==> src/rtl/pc_fetch_stage.sv <==
//------------------------------------------------------------------------------
// pc_fetch_stage
//
// Instruction fetch stage sitting directly downstream of the next-PC select
// mux. It owns the program counter, exports pc+4 as the mux's sequential
// input, issues one instruction-memory read at a time over a valid/ready
// request channel with a separate response-valid strobe, and fills the IF/ID
// pipeline register.
//
// Fetch sequencing (one request outstanding at most):
//   S_REQ  : present pc on the request channel until it is accepted.
//   S_WAIT : request accepted, waiting for the response word.
//   S_HOLD : response arrived while the hazard unit was stalling; the word is
//            parked in a hold buffer until the stall drops.
//
// Ports:
//   clk             in   1   rising-edge clock
//   rst             in   1   synchronous, active-high reset
//   next_pc         in   32  next-PC mux output (pc+4 or branch/jump target)
//   redirect        in   1   taken branch or jump; next_pc holds the target
//   stall           in   1   hazard stall; freezes IF/ID
//   pc              out  32  current fetch PC
//   pc_plus4        out  32  pc + 4 (wraps modulo 2^32)
//   imem_req_valid  out  1   fetch request valid
//   imem_req_addr   out  32  fetch address (always equals pc)
//   imem_req_ready  in   1   memory accepts the request
//   imem_resp_valid in   1   instruction word valid
//   imem_resp_data  in   32  instruction word
//   if_valid        out  1   IF/ID holds a real instruction
//   if_pc           out  32  PC of the IF/ID instruction
//   if_instr        out  32  IF/ID instruction word
//   if_pc_plus4     out  32  PC+4 of the IF/ID instruction
//------------------------------------------------------------------------------
module pc_fetch_stage #(
  parameter logic [31:0] RESET_PC = 32'h0000_0000
) (
  input  logic        clk,
  input  logic        rst,
  input  logic [31:0] next_pc,
  input  logic        redirect,
  input  logic        stall,
  output logic [31:0] pc,
  output logic [31:0] pc_plus4,
  output logic        imem_req_valid,
  output logic [31:0] imem_req_addr,
  input  logic        imem_req_ready,
  input  logic        imem_resp_valid,
  input  logic [31:0] imem_resp_data,
  output logic        if_valid,
  output logic [31:0] if_pc,
  output logic [31:0] if_instr,
  output logic [31:0] if_pc_plus4
);

  localparam logic [1:0] S_REQ  = 2'd0;
  localparam logic [1:0] S_WAIT = 2'd1;
  localparam logic [1:0] S_HOLD = 2'd2;

  // Fetch sequencer state.
  logic [1:0]  r_state;
  logic [31:0] r_pc;
  // Set when the in-flight request was overtaken by a redirect: its response
  // must be thrown away when it eventually arrives.
  logic        r_discard;

  // Hold buffer for a response that arrived during a stall.
  logic [31:0] r_hold_pc;
  logic [31:0] r_hold_instr;

  // IF/ID pipeline register.
  logic        r_if_valid;
  logic [31:0] r_if_pc;
  logic [31:0] r_if_instr;
  logic [31:0] r_if_pc_plus4;

  // Next-state and datapath selects.
  logic [1:0]  w_state_next;
  logic [31:0] w_pc_next;
  logic        w_discard_next;
  logic        w_hold_load;
  logic        w_deliver;
  logic [31:0] w_del_pc;
  logic [31:0] w_del_instr;
  logic [31:0] w_del_pc_plus4;

  //----------------------------------------------------------------------------
  // Request channel. The request is withdrawn in a redirect cycle so that the
  // memory never sees the stale (about to be replaced) PC. Because pc only
  // changes on a redirect or after a response, the address is stable for as
  // long as valid is high.
  //----------------------------------------------------------------------------
  assign imem_req_valid = (r_state == S_REQ) && !redirect && !rst;
  assign imem_req_addr  = r_pc;
  assign pc             = r_pc;
  assign pc_plus4       = r_pc + 32'd4;

  //----------------------------------------------------------------------------
  // Sequencer next-state logic.
  //----------------------------------------------------------------------------
  always_comb begin
    w_state_next   = r_state;
    w_pc_next      = r_pc;
    w_discard_next = r_discard;
    w_hold_load    = 1'b0;
    w_deliver      = 1'b0;
    w_del_pc       = r_pc;
    w_del_instr    = imem_resp_data;

    case (r_state)
      S_REQ: begin
        if (redirect) begin
          w_pc_next = next_pc;
        end else if (imem_req_ready) begin
          w_state_next = S_WAIT;
        end
      end

      S_WAIT: begin
        if (redirect && imem_resp_valid) begin
          // The outstanding response is consumed right here, so nothing is
          // left to discard regardless of any earlier redirect.
          w_pc_next      = next_pc;
          w_discard_next = 1'b0;
          w_state_next   = S_REQ;
        end else if (redirect) begin
          w_pc_next      = next_pc;
          w_discard_next = 1'b1;
        end else if (imem_resp_valid && r_discard) begin
          // pc already holds the redirect target; just reissue from it.
          w_discard_next = 1'b0;
          w_state_next   = S_REQ;
        end else if (imem_resp_valid && !stall) begin
          w_deliver    = 1'b1;
          w_pc_next    = next_pc;
          w_state_next = S_REQ;
        end else if (imem_resp_valid) begin
          w_hold_load  = 1'b1;
          w_state_next = S_HOLD;
        end
      end

      S_HOLD: begin
        if (redirect) begin
          w_pc_next    = next_pc;
          w_state_next = S_REQ;
        end else if (!stall) begin
          w_deliver    = 1'b1;
          w_del_pc     = r_hold_pc;
          w_del_instr  = r_hold_instr;
          w_pc_next    = next_pc;
          w_state_next = S_REQ;
        end
      end

      default: begin
        w_state_next = S_REQ;
      end
    endcase
  end

  assign w_del_pc_plus4 = w_del_pc + 32'd4;

  //----------------------------------------------------------------------------
  // Sequencer and hold-buffer registers.
  //----------------------------------------------------------------------------
  always_ff @(posedge clk) begin
    if (rst) begin
      r_state      <= S_REQ;
      r_pc         <= RESET_PC;
      r_discard    <= 1'b0;
      r_hold_pc    <= 32'h0;
      r_hold_instr <= 32'h0;
    end else begin
      r_state   <= w_state_next;
      r_pc      <= w_pc_next;
      r_discard <= w_discard_next;
      if (w_hold_load) begin
        r_hold_pc    <= r_pc;
        r_hold_instr <= imem_resp_data;
      end
    end
  end

  //----------------------------------------------------------------------------
  // IF/ID register. A redirect flushes (wins over stall); a stall freezes all
  // fields; otherwise the register takes a delivered instruction or becomes a
  // bubble while keeping its last data fields.
  //----------------------------------------------------------------------------
  always_ff @(posedge clk) begin
    if (rst) begin
      r_if_valid    <= 1'b0;
      r_if_pc       <= 32'h0;
      r_if_instr    <= 32'h0;
      r_if_pc_plus4 <= 32'h0;
    end else if (redirect) begin
      r_if_valid <= 1'b0;
    end else if (!stall) begin
      r_if_valid <= w_deliver;
      if (w_deliver) begin
        r_if_pc       <= w_del_pc;
        r_if_instr    <= w_del_instr;
        r_if_pc_plus4 <= w_del_pc_plus4;
      end
    end
  end

  assign if_valid    = r_if_valid;
  assign if_pc       = r_if_pc;
  assign if_instr    = r_if_instr;
  assign if_pc_plus4 = r_if_pc_plus4;

endmodule

==> config.mk <==
export PLATFORM = sky130hd
export DESIGN_NAME = pc_fetch_stage
export DESIGN_NICKNAME = d
export VERILOG_FILES = /design/src/rtl/pc_fetch_stage.sv
export SDC_FILE = /design/constraint.sdc
export NUM_CORES = 1
export LEC_CHECK = 0
export BUFFER_PORTS_ARGS = -buffer_cell sky130_fd_sc_hd__buf_2
export CORE_MARGIN = 2
export CORE_UTILIZATION = 50
export DETAILED_ROUTE_END_ITERATION = 12
export PLACE_DENSITY = 0.77
export SYNTH_ARGS = -nofsm -noshare
export SYNTH_HDL_FRONTEND = slang
export SYNTH_SLANG_ARGS = --single-unit
==> constraint.sdc <==
create_clock -name clk -period 3.8 [get_ports clk]
set_clock_uncertainty 0.15 [all_clocks]
set_input_delay 0 -clock clk [delete_from_list [all_inputs] [get_ports clk]]
set_output_delay 0 -clock clk [all_outputs]
set_load 0.05 [all_outputs]
After elaboration in Yosys (flattened, before gate mapping)
Index checks and enable logic that the tools add are counted.
- bitwise gates (word level): 2
- reductions and logical operators: 16
- equality and inequality tests: 10
- multiplexer cells: 38
- $add $sub $neg: 2
- operators with widths (operator ; count):
    $mux W32 ; 11
    $pmux W32 S3 ; 1
    $add A32 B3 Y32 const B ; 2
    $mux W2 ; 9
    $mux W1 ; 15
    $reduce_and A5 Y1 ; 2
    $ne A4 B4 Y1 const B ; 2
    $ne A2 B2 Y1 const B ; 3
    $ne A3 B3 Y1 const B ; 2
    $pmux W2 S3 ; 1
    $reduce_bool A3 Y1 ; 2
    $logic_and A1 B1 Y1 ; 5
    $ne A5 B5 Y1 const B ; 1
    $logic_not A1 Y1 ; 3
    $reduce_and A3 Y1 ; 1
    $eq A2 B1 Y1 const B ; 1
    $eq A2 B2 Y1 const B ; 1
    $logic_not A2 Y1 ; 1
    $not A1 Y1 ; 2
    $pmux W1 S2 ; 1
    $reduce_and A2 Y1 ; 1
    $reduce_or A2 Y1 ; 1
- output and inout port bits: 194
- register bits after elaboration: 196

Depth between registers and ports, before layout
- word-level depth: 8
- gate-level depth with buffers: 15
- gate-level depth less buffers: 12

Least setup slack after synthesis
OpenSTA, ideal clock, no wires.
- kind: reg-to-reg
- from: reg r_state[0]
- to: reg r_if_pc_plus4[30] (netlist: if_pc_plus4[30])
- path slack: 0.479 ns
- library setup time: 0.132 ns
- period minus slack after synthesis: 3.321 ns
- buffers on the path: 3
- arrival: 3.038 ns
- stages on the path, launching flop included: 16
- cells stage by stage: dfxtp_1 > inv_1 > ha_1 > or3b_1 > buf_6 > buf_2 > mux2i_1 > inv_1 > ha_1 > nand3_1 > nor4b_1 > nor2_1 > buf_2 > or4_1 > nand3_1 > a21oi_1
- cells in the longest elaborated chain, start to end: 3
- elaborated cells on any way between the ends: 6
- those cells by class: 1 x add/sub; 2 x eq/ne; 2 x mux; 1 x reduce/logical
- ends and longest elaborated chain (item ; RTL line ; RTL):
    from (decl) ; 60 ; logic [1:0] r_state;
    from (signal assigned) ; 174 ; r_state <= w_state_next;
    $eq A2 B2 Y1 ; 109 ; case (r_state)
    $mux W32 ; 109 ;
    named net w_del_pc[2] ; 82 ; logic [31:0] w_del_pc;
    $add A32 B3 Y32 ; 161 ; assign w_del_pc_plus4 = w_del_pc + 32'd4;
    to (signal assigned) ; 202 ; r_if_pc_plus4 <= w_del_pc_plus4;
    to (decl) ; 74 ; logic [31:0] r_if_pc_plus4;
The timed path passes the listed nets, and every way through them passes these cells.
A chain may end at the register's enable or synchronous reset.

Worst setup path after layout
- from: reg r_state[0]
- to: reg r_if_pc_plus4[26] (netlist: if_pc_plus4[26])
- cells in the longest elaborated chain, start to end: 3
- elaborated cells on any way between the ends: 6
- those cells by class: 1 x add/sub; 2 x eq/ne; 2 x mux; 1 x reduce/logical
- ends and longest elaborated chain (item ; RTL line):
    $eq A2 B2 Y1 / $eq A2 B1 Y1 (equally long branches) ; 109
    $mux W32 / $pmux W1 S2 (equally long branches) ; 109
    $add A32 B3 Y32 / $reduce_and A3 Y1 (equally long branches) ; --
Parallel ways exist; a longest one is shown, timed or not.

==> flow_summary.ini <==
[global_route]
grt-ovfl-total = 0
antenna_found_initial = 0
grt_max_degree = 150
first_global_vias = 8214
grt_pass1_wl_um = 42600
track_usage = 0.273

[pwr]
p_leak_uw = 0.00501
ir_drop_mv = 0.326
p_per_area_mw_per_mm2 = 411
total_power_uw = 4830

[setup_path]
max_stage_delay_ps = 680
critPathTopFamily = simple AND/OR/NAND/NOR gates
cp.arrival_ps = 3720
critical_path.slowest_cell = nor3b_2
crit_top_cell = buf_4
crit_required_ps = 4020
r2r-end = if_pc_plus4[26]
r2r_cells = 11
r2r_slack_ps = 300
crit_chain = inv_1 > ha_2 > buf_4 > nor3b_2 > buf_4 > nor4b_4 > nor2_1 > buf_4 > nor2_1 > a211oi_1 > a311o_1
criticalPathCategory = flip-flop to flip-flop
path_depth = 11
critical_path_buf_inv_count = 4
rr_startpoint = r_state[0]
end_kind = flip-flop
cp-start-kind = flip-flop
critPathMaxFanout = 37

[sta]
setup_viol = 0
slew_headroom = 0.376
hold_viol_final = 0
min_period_over_period = 0.921
rsz0062_at_grt = no
max_freq_mhz = 286
worst_pin_slew_ps = 936
period_minus_slack_ps = 3500
slew_violations = 0
setup-tns-final_ps = 0

[floorplanning]
ios = 264
die_w_um = 139
fp.dieArea_sq_mm = 0.0192
fp.dieH_um = 139
coreArea_sq_mm = 0.0179
initial_utilization = 0.506
core.rowCount = 49

[cts]
postCtsSetupBuffers = 0
cts_buffers = 17
cts_max_level = 4
clock_path_buffers = 2
cts_tree = done
clock_latency_ps = 430
clk_pin_slew_ps = 70
clkSinkCount = 194
cts_root_buf = clkbuf_16

[finish]
syn2layout_area_growth_pct = 29.6
drive_gt1_frac = 0.240
num-nets-final = 1453
fillerInstances = 1527
antennaDiodeCount = 0
final_cell_area_sq_mm = 0.0117

[yosys]
yosysTopAreaCellShare = 0.428
seq_area_frac_synth = 0.428
synth.most_common_cell = nand2_1
async_flop_share = 0
yosys.area.top_type = dfxtp_1
yosysWarningCount = 0
yosys_most_used_dff = dfxtp_1
ys_types = 50
synth_common_cells = nand2_1, dfxtp_1, nor2_1
synth.top_cells.by_area = dfxtp_1, mux2i_1, nand2_1
synth_edf_count = 0
netlist_area_sq_mm = 0.00906
postSynthCellCount = 1106
ys_seq_elements = 194
syn_avg_cell_area_sq_um = 8.20
syn_nets = 1183

[placement]
dp_hpwl_um = 17900
place_area_sq_mm = 0.0103
place.port_buffers = 263
gp_congestion = 0.878

[route]
vias = 8782
drt-initial-drc-count = 654
wirelength_um = 27000
drcViolationCount = 0
ant_nets = 0
firstDrtPassIters = 5
vias_per_cell = 5.43
wl_per_cell_um = 16.7

[run]
maxCapViolCount = 0

[run_status]
status = finished, final reports clean

[hold_path]
hold_start = next_pc[0]
whs_path_depth = 4
min_path_type = primary input to flip-flop
worst_hold_path.endpoint = imem_req_addr[0]
==> report_power, final <==
group | switching [uW] | internal (uW) | total [uW] | leakage, uW
clock network | 789 | 919 | 1710 | 0.000269
registers | 78.5 | 2090 | 2160 | 0.00157
logic | 660 | 296 | 956 | 0.00317
total | 1530 | 3300 | 4830 | 0.00501
==> cell families after synthesis <==
kind of cell,count (synthesis),synth area share
adders and majority gates,7,0.00966
DFF,194,0.428
AOI/OAI and AO/OA,198,0.136
buffers and inverters,129,0.0710
xor gates and xnor gates,44,0.0425
muxes,90,0.100
and+or+nand+nor,444,0.212
==> state kept, by name (all words and copies together), names as in the netlist <==
register	count
r_hold_pc	32
r_discard	1
imem_req_addr	32
if_instr	32
if_valid	1
r_state	2
if_pc	32
if_pc_plus4	30
r_hold_instr	32
==> worst reg2reg max path, cell delays in order, from the launching register on <==
cell      delay (ps)
dfxtp_1          340
inv_1            140
ha_2             210
buf_4            500
nor3b_2          680
buf_4            320
nor4b_4           80
nor2_1           390
buf_4            220
nor2_1            50
a211oi_1         220
a311o_1          140
==> per-layer routing <==
layer  GRT usage  share of wire  vias up
met1       0.343           0.42     4108
met2       0.474           0.50      326
met5           0              0        -
met3      0.0494          0.059       40
li1            -              -     4308
met4      0.0930          0.022        0
==> how the worst max path moves through the flow <==
stage	startpoint	endpoint	slack, ps
finish	r_state[0]	if_pc_plus4[26]	300
global route	r_state[0]	if_pc_plus4[25]	10
detailed placement	r_state[0]	if_pc_plus4[24]	60
global placement	r_state[0]	if_pc_plus4[24]	230
floorplan	r_state[0]	if_pc_plus4[30]	480
CTS	r_state[0]	if_pc_plus4[24]	40
==> per-stage QoR <==
step	setup WS (ps)	hold WS, ps	instances	utilization
floorplan	479	-70.7	1106	-
global placement	234	84.8	1500	0.576
detailed placement	60.3	92.1	1500	0.576
CTS	41.2	169	1618	0.655
global route	10.9	209	1618	0.656
finish	300	186	1618	0.656
==> layout by cell type (no fill, tap or decap), types with 3 or more instances in the layout <==
master / instances
nor3_1: 16
or4_1: 7
or3_1: 3
clkinvlp_4: 3
nand4_1: 11
xor2_1: 21
a211oi_1: 55
nand2_1: 205
o211ai_1: 6
dfxtp_1: 194
nor2_1: 132
ha_1: 6
a21oi_1: 95
clkinv_2: 5
mux2_2: 5
buf_2: 262
nand3_1: 33
dlygate4sd3_1: 86
nor2b_1: 3
clkbuf_16: 17
buf_4: 21
nor4_1: 3
a31oi_1: 4
o31ai_1: 7
nor3b_1: 4
and3_1: 6
clkinv_4: 3
xnor2_1: 23
nand2b_1: 3
nand3b_1: 4
buf_12: 3
mux2i_1: 85
o21ai_0: 11
inv_1: 7
a311oi_1: 6
==> what timing repair did <==
action / in CTS / in global routing
endpoints found under the hold margin: 113 / 0
hold buffers: 86 / 0
endpoints found under the setup margin: 0 / 12
resized for setup: 0 / 5
==> cell type report <==
class | instances | area (sq um) | share of cell area
Multi-Input combinational cell | 783 | 4590 | 0.391
Timing Repair Buffer | 373 | 2400 | 0.204
Clock buffer | 19 | 443 | 0.0377
Sequential cell | 194 | 3880 | 0.331
Clock inverter | 13 | 113 | 0.00959
Tap cell | 229 | 287 | 0.0244
Inverter | 7 | 26.3 | 0.00224
Note: power is estimated with default switching activity, not from simulation.
